[src/rtl/alu.sv]
// alu: 8-bit registered arithmetic/logic unit (datapath execute stage).
// One result per clock, one-cycle latency, synchronous active-high reset.
// Optional build macro ALU_FLAGS_EN adds registered carry/borrow and zero
// flag outputs; without it only the registered result is produced.
module alu #(
   parameter int WIDTH = 8
) (
   input  logic             clk,
   input  logic             rst,
   input  logic [WIDTH-1:0] a,
   input  logic [WIDTH-1:0] b,
   input  logic [2:0]       opcode,
`ifdef ALU_FLAGS_EN
   output logic [WIDTH-1:0] out,
   output logic             carry,
   output logic             zero
`else
   output logic [WIDTH-1:0] out
`endif
);

   localparam logic [2:0] OP_ADD = 3'd0;
   localparam logic [2:0] OP_SUB = 3'd1;
   localparam logic [2:0] OP_AND = 3'd2;
   localparam logic [2:0] OP_OR  = 3'd3;
   localparam logic [2:0] OP_XOR = 3'd4;
   localparam logic [2:0] OP_NOT = 3'd5;
   localparam logic [2:0] OP_SHL = 3'd6;
   localparam logic [2:0] OP_SHR = 3'd7;

   logic [WIDTH-1:0] res_s;
   logic [2:0]       shamt_s;

   // only the low three bits of b steer the shifter
   assign shamt_s = b[2:0];

   // combinational result selection; every opcode yields a defined value
   always_comb begin
      res_s = {WIDTH{1'b0}};
      case (opcode)
         OP_ADD:  res_s = a + b;
         OP_SUB:  res_s = a - b;
         OP_AND:  res_s = a & b;
         OP_OR:   res_s = a | b;
         OP_XOR:  res_s = a ^ b;
         OP_NOT:  res_s = ~a;
         OP_SHL:  res_s = a << shamt_s;
         OP_SHR:  res_s = a >> shamt_s;
         default: res_s = {WIDTH{1'b0}};
      endcase
   end

   // result register; reset has priority over any opcode
   always_ff @(posedge clk) begin
      if (rst) begin
         out <= {WIDTH{1'b0}};
      end else begin
         out <= res_s;
      end
   end

`ifdef ALU_FLAGS_EN
   logic carry_s;
   logic zero_s;

   // last bit shifted out of a left shift is a[WIDTH-amt]; amt 0 selects
   // a bit position past the top, so the one-hot pick is empty and gives 0
   function automatic logic shl_carry(input logic [WIDTH-1:0] val,
                                      input logic [2:0]       amt);
      logic [WIDTH-1:0] pick;
      pick = WIDTH'(1'b1) << (WIDTH - int'(amt));
      return |(val & pick);
   endfunction

   // carry/borrow and zero flags derived from the same cycle's operands
   always_comb begin
      carry_s = 1'b0;
      case (opcode)
         OP_ADD:  carry_s = (res_s < a);   // wrapped sum is smaller than an addend
         OP_SUB:  carry_s = (a < b);       // borrow
         OP_SHL:  carry_s = shl_carry(a, shamt_s);
         default: carry_s = 1'b0;
      endcase
      zero_s = (res_s == {WIDTH{1'b0}});
   end

   // flag registers, updated alongside out
   always_ff @(posedge clk) begin
      if (rst) begin
         carry <= 1'b0;
         zero  <= 1'b0;
      end else begin
         carry <= carry_s;
         zero  <= zero_s;
      end
   end
`endif

endmodule

[config.mk]
export PLATFORM = sky130hd
export DESIGN_NAME = alu
export DESIGN_NICKNAME = d
export VERILOG_FILES = /design/src/rtl/alu.sv
export SDC_FILE = /design/constraint.sdc
export NUM_CORES = 1
export LEC_CHECK = 0
export BUFFER_PORTS_ARGS = -buffer_cell sky130_fd_sc_hd__buf_2
export CORE_MARGIN = 4
export CORE_UTILIZATION = 60
export CTS_BUF_LIST = sky130_fd_sc_hd__clkbuf_8
export CTS_CLUSTER_DIAMETER = 60
export DETAILED_ROUTE_END_ITERATION = 10
export GPL_TIMING_DRIVEN = 0
export PLACE_DENSITY_LB_ADDON = 0.3
export SYNTH_ARGS = -nofsm -noshare
export SYNTH_HDL_FRONTEND = slang
export SYNTH_SLANG_ARGS = --single-unit
[constraint.sdc]
create_clock -name clk -period 4.1 [get_ports clk]
set_input_delay 0.615 -clock clk [delete_from_list [all_inputs] [get_ports clk]]
set_output_delay 0.615 -clock clk [all_outputs]
set_load 0.01 [all_outputs]
==> tab_implementation.tex, run 1 <==
\begin{tabular}{lr}
\hline
Metric & Value \\
\hline
\multicolumn{2}{l}{\textbf{Clocking}} \\
\quad H-Tree Depth & 1 \\
\quad Number of sinks handled by clock tree synthesis & 8 \\
\quad Master cell of the clock root buffer & sky130\_fd\_sc\_hd\_\_clkbuf\_8 \\
\quad CTS max path bufs & 2 \\
\quad Hold\_buf cts & 0 \\
\quad Buffer count from post-CTS setup fixing & 0 \\
\quad Clock-pin slew on the worst setup and hold paths & 0.04 ns \\
\quad Number of buffers created by CTS & 3 \\
\quad Count of instances resized after the clock tree is built & 0 \\
\quad CTS tree & done \\
\multicolumn{2}{l}{\textbf{Synthesis}} \\
\quad Post-synthesis cell count & 219 \\
\quad Yosys top cell area share & 18.4\% \\
\quad Top area cells in the synthesized netlist & sky130\_fd\_sc\_hd\_\_ha\_1 (18\%), sky130\_fd\_sc\_hd\_\_dfxtp\_1 (9.4\%), sky130\_fd\_sc\_hd\_\_mux2i\_1 (6.5\%) \\
\quad Number of nets in the synthesized netlist & 266 \\
\quad Async SR Flop Fraction & 0\% \\
\quad Register area share after synthesis & 9.43\% \\
\quad Post-synthesis cell type count & 49 \\
\quad Top FF cell, synth & sky130\_fd\_sc\_hd\_\_dfxtp\_1 \\
\quad Number of warnings issued by yosys & 0 \\
\quad Number of storage elements in the synthesis netlist & 8 \\
\quad Most frequent cells after synthesis & sky130\_fd\_sc\_hd\_\_ha\_1 (25), sky130\_fd\_sc\_hd\_\_inv\_1 (18), sky130\_fd\_sc\_hd\_\_nor2\_1 (17) \\
\quad Area of the mapped netlist & 0.00170 sq mm \\
\quad Number of enable-type register cells in the synthesized netlist & 0 \\
\quad Library cell with the highest instance count after synthesis & sky130\_fd\_sc\_hd\_\_ha\_1 \\
\quad Area leader, netlist & sky130\_fd\_sc\_hd\_\_ha\_1 \\
\quad Average footprint of a synthesized cell & 7.76 sq um \\
\multicolumn{2}{l}{\textbf{Timing}} \\
\quad Fin. Hold Viols & 0 \\
\quad Highest clock rate & 322 MHz \\
\quad Setup repair after global routing missed its margin & no \\
\quad Transition time at the pin with the least slew margin & 0.590 ns \\
\quad Max transition margin & 60.5\% \\
\quad Final total negative setup slack & 0 ns \\
\quad Final Max Tran Viols & 0 \\
\quad Final setup violation count & 0 \\
\quad Post-layout min period & 3.11 ns \\
\quad Period utilisation layout & 75.9\% \\
\multicolumn{2}{l}{\textbf{Power and ir drop}} \\
\quad Total design power & 0.400 mW \\
\quad Total internal power & 0.243 mW \\
\quad Total net switching power & 0.157 mW \\
\quad Clock Power Share & 22.7\% \\
\quad Logic gate share of total power & 55.1\% \\
\quad Leakage dissipation & 0.899 nW \\
\quad Pwr per Cell Area & 210 mW/mm\^{}2 \\
\quad Largest vdd supply drop & 0.000338 V \\
\quad Share of total power consumed by net switching & 39.2\% \\
\quad Portion of total power attributed to sequential cells & 22.1\% \\
\multicolumn{2}{l}{\textbf{Global routing}} \\
\quad Number of antenna violations at the first check in global routing & 0 \\
\quad Largest net degree at the start of global routing & 11 \\
\quad Aggregate global-route resource usage & 27.7\% \\
\quad Number of global-route vias before repair & 1609 \\
\quad Global-route wire length before repair & 7720 microns \\
\quad Global route total overflow & 0 \\
\multicolumn{2}{l}{\textbf{Detailed routing}} \\
\quad Number of antenna-violating nets in the routed design & 0 \\
\quad Number of vias per cell after detailed routing & 6.60 \\
\quad Number of search-and-repair iterations in the first detailed-routing pass & 5 \\
\quad Initial DRC Count & 134 \\
\quad Avg WL per Cell & 17.3 microns \\
\quad Routed via count & 1835 \\
\quad Overall routed net length & 4810 microns \\
\quad Post-route DRC violation count & 0 \\
\multicolumn{2}{l}{\textbf{Setup path}} \\
\quad Delay of the slowest critical-path stage & 0.30 ns \\
\quad CP Data Arrival Time & 3.22 ns \\
\quad Most Frequent Cell on Critical Path & sky130\_fd\_sc\_hd\_\_buf\_2 \\
\quad Required time of the critical path & 4.21 ns \\
\quad Highest fanout seen on the critical path & 10 \\
\quad Slowest stage cell on the critical path & sky130\_fd\_sc\_hd\_\_ha\_1 \\
\quad CP startpoint kind & primary input \\
\quad Cell breakdown of the critical path & buf\_2, buf\_2, buf\_2, inv\_1, ha\_1, a31oi\_1, xnor2\_1, ha\_1, a21o\_1, a31o\_2, nor2\_1, nor3\_1, a221o\_1 \\
\quad Critical Path End Type & flop \\
\quad Crit Path Class & primary input to flop \\
\multicolumn{2}{l}{\textbf{Die}} \\
\quad Die area & 0.00375 sq mm \\
\quad Die Width & 61.2 microns \\
\quad Initial Util & 62.2\% \\
\quad Die Y-Extent & 61.2 microns \\
\quad Number of placement rows & 19 \\
\quad I/O pin cnt & 29 \\
\quad Core area & 0.00273 sq mm \\
\multicolumn{2}{l}{\textbf{Final layout}} \\
\quad Share of cells above drive strength 1 & 16.6\% \\
\quad Synthesis-to-finish area growth & 12.1\% \\
\quad Largest registers ranked by flip-flop count & out: 8 flops \\
\quad Max reg flops & 8 \\
\quad Net total in the final layout & 296 \\
\quad Antenna Diode Count & 0 \\
\quad Register with the highest flop count & out \\
\multicolumn{2}{l}{\textbf{Placed design}} \\
\quad \# port buffers & 25 \\
\quad Routability Congestion & 0.952 \\
\quad Detailed placer's ending HPWL & 3730 microns \\
\multicolumn{2}{l}{\textbf{Flow run}} \\
\quad Max-cap viol count & 0 \\
\multicolumn{2}{l}{\textbf{Outcome}} \\
\quad Run status & complete, no violations \\
\multicolumn{2}{l}{\textbf{Worst hold path}} \\
\quad Min-Delay Path Class & primary input to flop \\
\hline
\end{tabular}
## cell families (layout without fill, tap and decap cells)
group	Yosys count	after routing	synth area share, %
flops	8	8	9.43
buf+inv	33	61	7.58
xor+xnor	11	11	5.67
fa+ha+maj	26	26	19.6
mux	17	17	13.5
compound gates	63	63	26.7
simple gates	61	61	17.5
## path summary, 6_finish.rpt
check,slack [ns],cells past startpoint,startpoint,to
setup / recovery,0.99,13,b[0],out[7]
hold / removal,0.75,2,rst,out[3]
## power groups by stage
stage                     clock network [mW]  registers (mW)  logic, mW
after floorplan                            0          0.0948      0.149
after detailed placement                   0          0.0896      0.216
after global routing                  0.0996          0.0894      0.245
final                                 0.0909          0.0887      0.221
after global placement                     0          0.0893      0.212
after CTS                             0.0933          0.0887      0.218
## per-layer routing
layer	up-vias	part of all wire [%]	global-route usage (%)	routed length [microns]
li1	869	-	-	-
met1	845	41	37.8	1980
met2	105	46	44.3	2230
met3	16	9.4	6.92	453
met4	0	3.1	5.88	147
met5	-	0	0	0
## metrics by stage
stage	instance area [sq um]	cells	setup WS (ns)	hold slack [ns]	utilization (%)
after floorplan	1700	219	1.20	0.886	-
after global placement	1860	275	0.767	0.985	68.1
after detailed placement	1860	275	0.765	0.980	68.1
after CTS	1900	278	0.998	0.751	69.7
after global routing	1900	278	0.806	0.793	69.7
final	1900	278	0.990	0.752	69.7
## area by class of cell
class	count	area [sq um]
timing repair buffer	25	125
clock buffer	3	41.3
inverter	19	71.3
buffer	14	57.6
multi-input combinational	178	1410
sequential	8	160
tap	31	38.8
fill	244	830
## critical path: cells and delay by family
kind | cells | cell delay [ns]
simple gates | 2 | 0.13
xor+xnor | 1 | 0.15
compound gates | 4 | 0.94
buf+inv | 4 | 0.80
fa+ha+maj | 2 | 0.57
## cells in the final DEF (no fill, tap or decap), types with 8 or more instances in the layout
master / instances
sky130_fd_sc_hd__a21oi_1: 11
sky130_fd_sc_hd__buf_2: 29
sky130_fd_sc_hd__dfxtp_1: 8
sky130_fd_sc_hd__ha_1: 25
sky130_fd_sc_hd__inv_1: 18
sky130_fd_sc_hd__mux2i_1: 11
sky130_fd_sc_hd__nand2_1: 13
sky130_fd_sc_hd__nor2_1: 17
sky130_fd_sc_hd__nor3_1: 14
sky130_fd_sc_hd__o21ai_0: 9
Note: power is estimated with default switching activity, not from simulation.
==> run 2: changes to the inputs <==
CORE_UTILIZATION = 59   (was 60)
clock period = 2.9 ns   (was 4.1 ns; I/O delays follow)
==> tab_implementation.tex, run 2 (synthesis gave the netlist of run 1 again) <==
\begin{tabular}{lr}
\hline
Metric & Value \\
\hline
\multicolumn{2}{l}{\textbf{Setup path}} \\
\quad Crit Path Class & primary input to flop \\
\quad CP Data Arrival Time & 2.83 ns (-0.39 ns) \\
\quad Count of buffering cells on the critical path with inverters included & 4 (unchanged) \\
\quad Delay of the slowest critical-path stage & 0.30 ns (about the same) \\
\quad Critical Path End Type & flop \\
\quad Crit. path cell count & 13 (unchanged) \\
\quad Family with the most delay on the worst path & compound AO/OA/AOI/OAI gates \\
\quad Highest fanout seen on the critical path & 10 (unchanged) \\
\quad Most Frequent Cell on Critical Path & sky130\_fd\_sc\_hd\_\_ha\_1 \\
\quad CP startpoint kind & primary input \\
\quad Required time of the critical path & 3.01 ns (-1.20 ns) \\
\quad Slowest stage cell on the critical path & sky130\_fd\_sc\_hd\_\_ha\_1 \\
\quad Cell breakdown of the critical path & buf\_2, buf\_6, buf\_4, inv\_1, ha\_1, a31oi\_1, xnor2\_1, ha\_1, a21o\_1, a31o\_2, nor2\_1, nor3\_1, a221o\_1 \\
\multicolumn{2}{l}{\textbf{Placed design}} \\
\quad Routability Congestion & 0.965 (+1.4\%) \\
\quad Detailed placer's ending HPWL & 3630 microns (-2.7\%) \\
\quad Placed inst area & 0.00186 sq mm (unchanged) \\
\quad \# port buffers & 25 (unchanged) \\
\multicolumn{2}{l}{\textbf{Clocking}} \\
\quad CTS max path bufs & 2 (unchanged) \\
\quad H-Tree Depth & 1 (unchanged) \\
\quad Master cell of the clock root buffer & sky130\_fd\_sc\_hd\_\_clkbuf\_8 \\
\quad Clock-pin slew on the worst setup and hold paths & 0.04 ns (about the same) \\
\quad CTS tree & done \\
\quad Number of sinks handled by clock tree synthesis & 8 (unchanged) \\
\quad Buffer count from post-CTS setup fixing & 0 (unchanged) \\
\quad Number of buffers created by CTS & 3 (unchanged) \\
\multicolumn{2}{l}{\textbf{Die}} \\
\quad Number of placement rows & 19 (unchanged) \\
\quad Die area & 0.00380 sq mm (+1.5\%) \\
\quad Die Y-Extent & 61.7 microns (+0.74\%) \\
\quad I/O pin cnt & 29 (unchanged) \\
\quad Initial Util & 61.6\% (-0.54 points) \\
\quad Core area & 0.00276 sq mm (+0.87\%) \\
\quad Die Width & 61.7 microns (+0.74\%) \\
\multicolumn{2}{l}{\textbf{Final layout}} \\
\quad Net total in the final layout & 296 (unchanged) \\
\quad Largest registers ranked by flip-flop count & out: 8 flops \\
\quad Most frequent cells in the layout & sky130\_fd\_sc\_hd\_\_buf\_2 (27), sky130\_fd\_sc\_hd\_\_ha\_1 (25), sky130\_fd\_sc\_hd\_\_inv\_1 (18) \\
\quad Number of fill cells & 247 (+1.2\%) \\
\quad Antenna Diode Count & 0 (unchanged) \\
\quad Synthesis-to-finish area growth & 13.5\% \\
\quad Max reg flops & 8 (unchanged) \\
\quad Share of cells above drive strength 1 & 17.4\% (+0.81 points) \\
\quad Share of the core filled with cells in the final layout & 69.9\% (+0.26 points) \\
\quad Register with the highest flop count & out \\
\quad Most common library cell in the layout ignoring fill and taps & sky130\_fd\_sc\_hd\_\_buf\_2 \\
\quad Post-route design area & 0.00193 sq mm (+1.2\%) \\
\multicolumn{2}{l}{\textbf{Detailed routing}} \\
\quad Initial DRC Count & 150 (+12\%) \\
\quad Avg WL per Cell & 16.8 microns (-3.1\%) \\
\quad Overall routed net length & 4670 microns (-3.1\%) \\
\quad Routed via count & 1814 (-1.1\%) \\
\quad Post-route DRC violation count & 0 (unchanged) \\
\quad Number of search-and-repair iterations in the first detailed-routing pass & 5 (unchanged) \\
\quad Number of vias per cell after detailed routing & 6.53 (-1.1\%) \\
\quad Number of antenna-violating nets in the routed design & 0 (unchanged) \\
\multicolumn{2}{l}{\textbf{Outcome}} \\
\quad Run status & complete, no violations \\
\multicolumn{2}{l}{\textbf{Timing}} \\
\quad Fin. Hold Viols & 0 (unchanged) \\
\quad Period utilisation layout & 93.8\% \\
\quad Final setup violation count & 0 (unchanged) \\
\quad Transition time at the pin with the least slew margin & 0.562 ns (-0.0281 ns) \\
\quad Setup repair after global routing missed its margin & no \\
\quad Final Max Tran Viols & 0 (unchanged) \\
\quad Final total negative setup slack & 0 ns (unchanged) \\
\quad Post-layout min period & 2.72 ns \\
\quad Max transition margin & 62.6\% (+2.0 points) \\
\quad Highest clock rate & 368 MHz \\
\multicolumn{2}{l}{\textbf{Power and ir drop}} \\
\quad Total design power & 0.574 mW (+43\%) \\
\quad Largest vdd supply drop & 0.000452 V (+34\%) \\
\quad Pwr per Cell Area & 298 mW/mm\^{}2 (+42\%) \\
\quad Leakage dissipation & 0.906 nW (+0.83\%) \\
\multicolumn{2}{l}{\textbf{Global routing}} \\
\quad Aggregate global-route resource usage & 26.1\% (-1.7 points) \\
\quad Number of antenna violations at the first check in global routing & 0 (unchanged) \\
\quad Global-route wire length before repair & 7430 microns (-3.8\%) \\
\quad Number of global-route vias before repair & 1565 (-2.7\%) \\
\quad Largest net degree at the start of global routing & 11 (unchanged) \\
\quad Global route total overflow & 0 (unchanged) \\
\multicolumn{2}{l}{\textbf{Flow run}} \\
\quad Max-cap viol count & 0 (unchanged) \\
\multicolumn{2}{l}{\textbf{Worst hold path}} \\
\quad Count of cells along the worst hold path & 2 (unchanged) \\
\quad Min-Delay Path Class & primary input to flop \\
\hline
\end{tabular}
-- run 2: cell counts in the layout (fill, tap and decap cells not counted) --
No cell type changed its count.
-- run 2: where the power goes --
group,internal (mW),leakage (nW),switching (mW)
registers,0.123,0.0666,0.00226
logic,0.136,0.818,0.181
clock network,0.0898,0.0216,0.0423
-- run 2: worst paths after layout --
check	start	end	slack [ns]
max	b[0]	out[7]	0.18
min	rst	out[0]	0.58
-- run 2: cell type report --
type | instances | area, sq um | area share [%]
tap | 31 | 38.8 | 2.01
timing repair buffer | 25 | 125 | 6.49
clock buffer | 3 | 41.3 | 2.14
multi-input combinational | 178 | 1430 | 73.9
buffer | 14 | 66.3 | 3.44
inverter | 19 | 71.3 | 3.70
sequential | 8 | 160 | 8.31
-- run 2: timing repair --
action                                  CTS  global route
hold buffers                              0             0
endpoints found under the setup margin    1             4
gates resized for setup                   1             6
-- run 2: per-layer routing --
metal | share of wire, % | GRT usage [%] | vias to the layer above
met5 | 0 | 0 | -
met4 | 1.9 | 4.24 | 0
met3 | 9.7 | 5.66 | 10
met2 | 46 | 42.8 | 101
met1 | 42 | 35.6 | 832
li1 | - | - | 871
-- run 2: metrics by stage --
step | instances | worst slack, ns | hold WS [ns]
floorplan | 219 | 0.184 | 0.706
detailed placement | 275 | -0.274 | 0.808
finish | 278 | 0.180 | 0.577
global placement | 275 | -0.236 | 0.802
global route | 278 | 0.00193 | 0.613
CTS | 278 | 0.0584 | 0.577
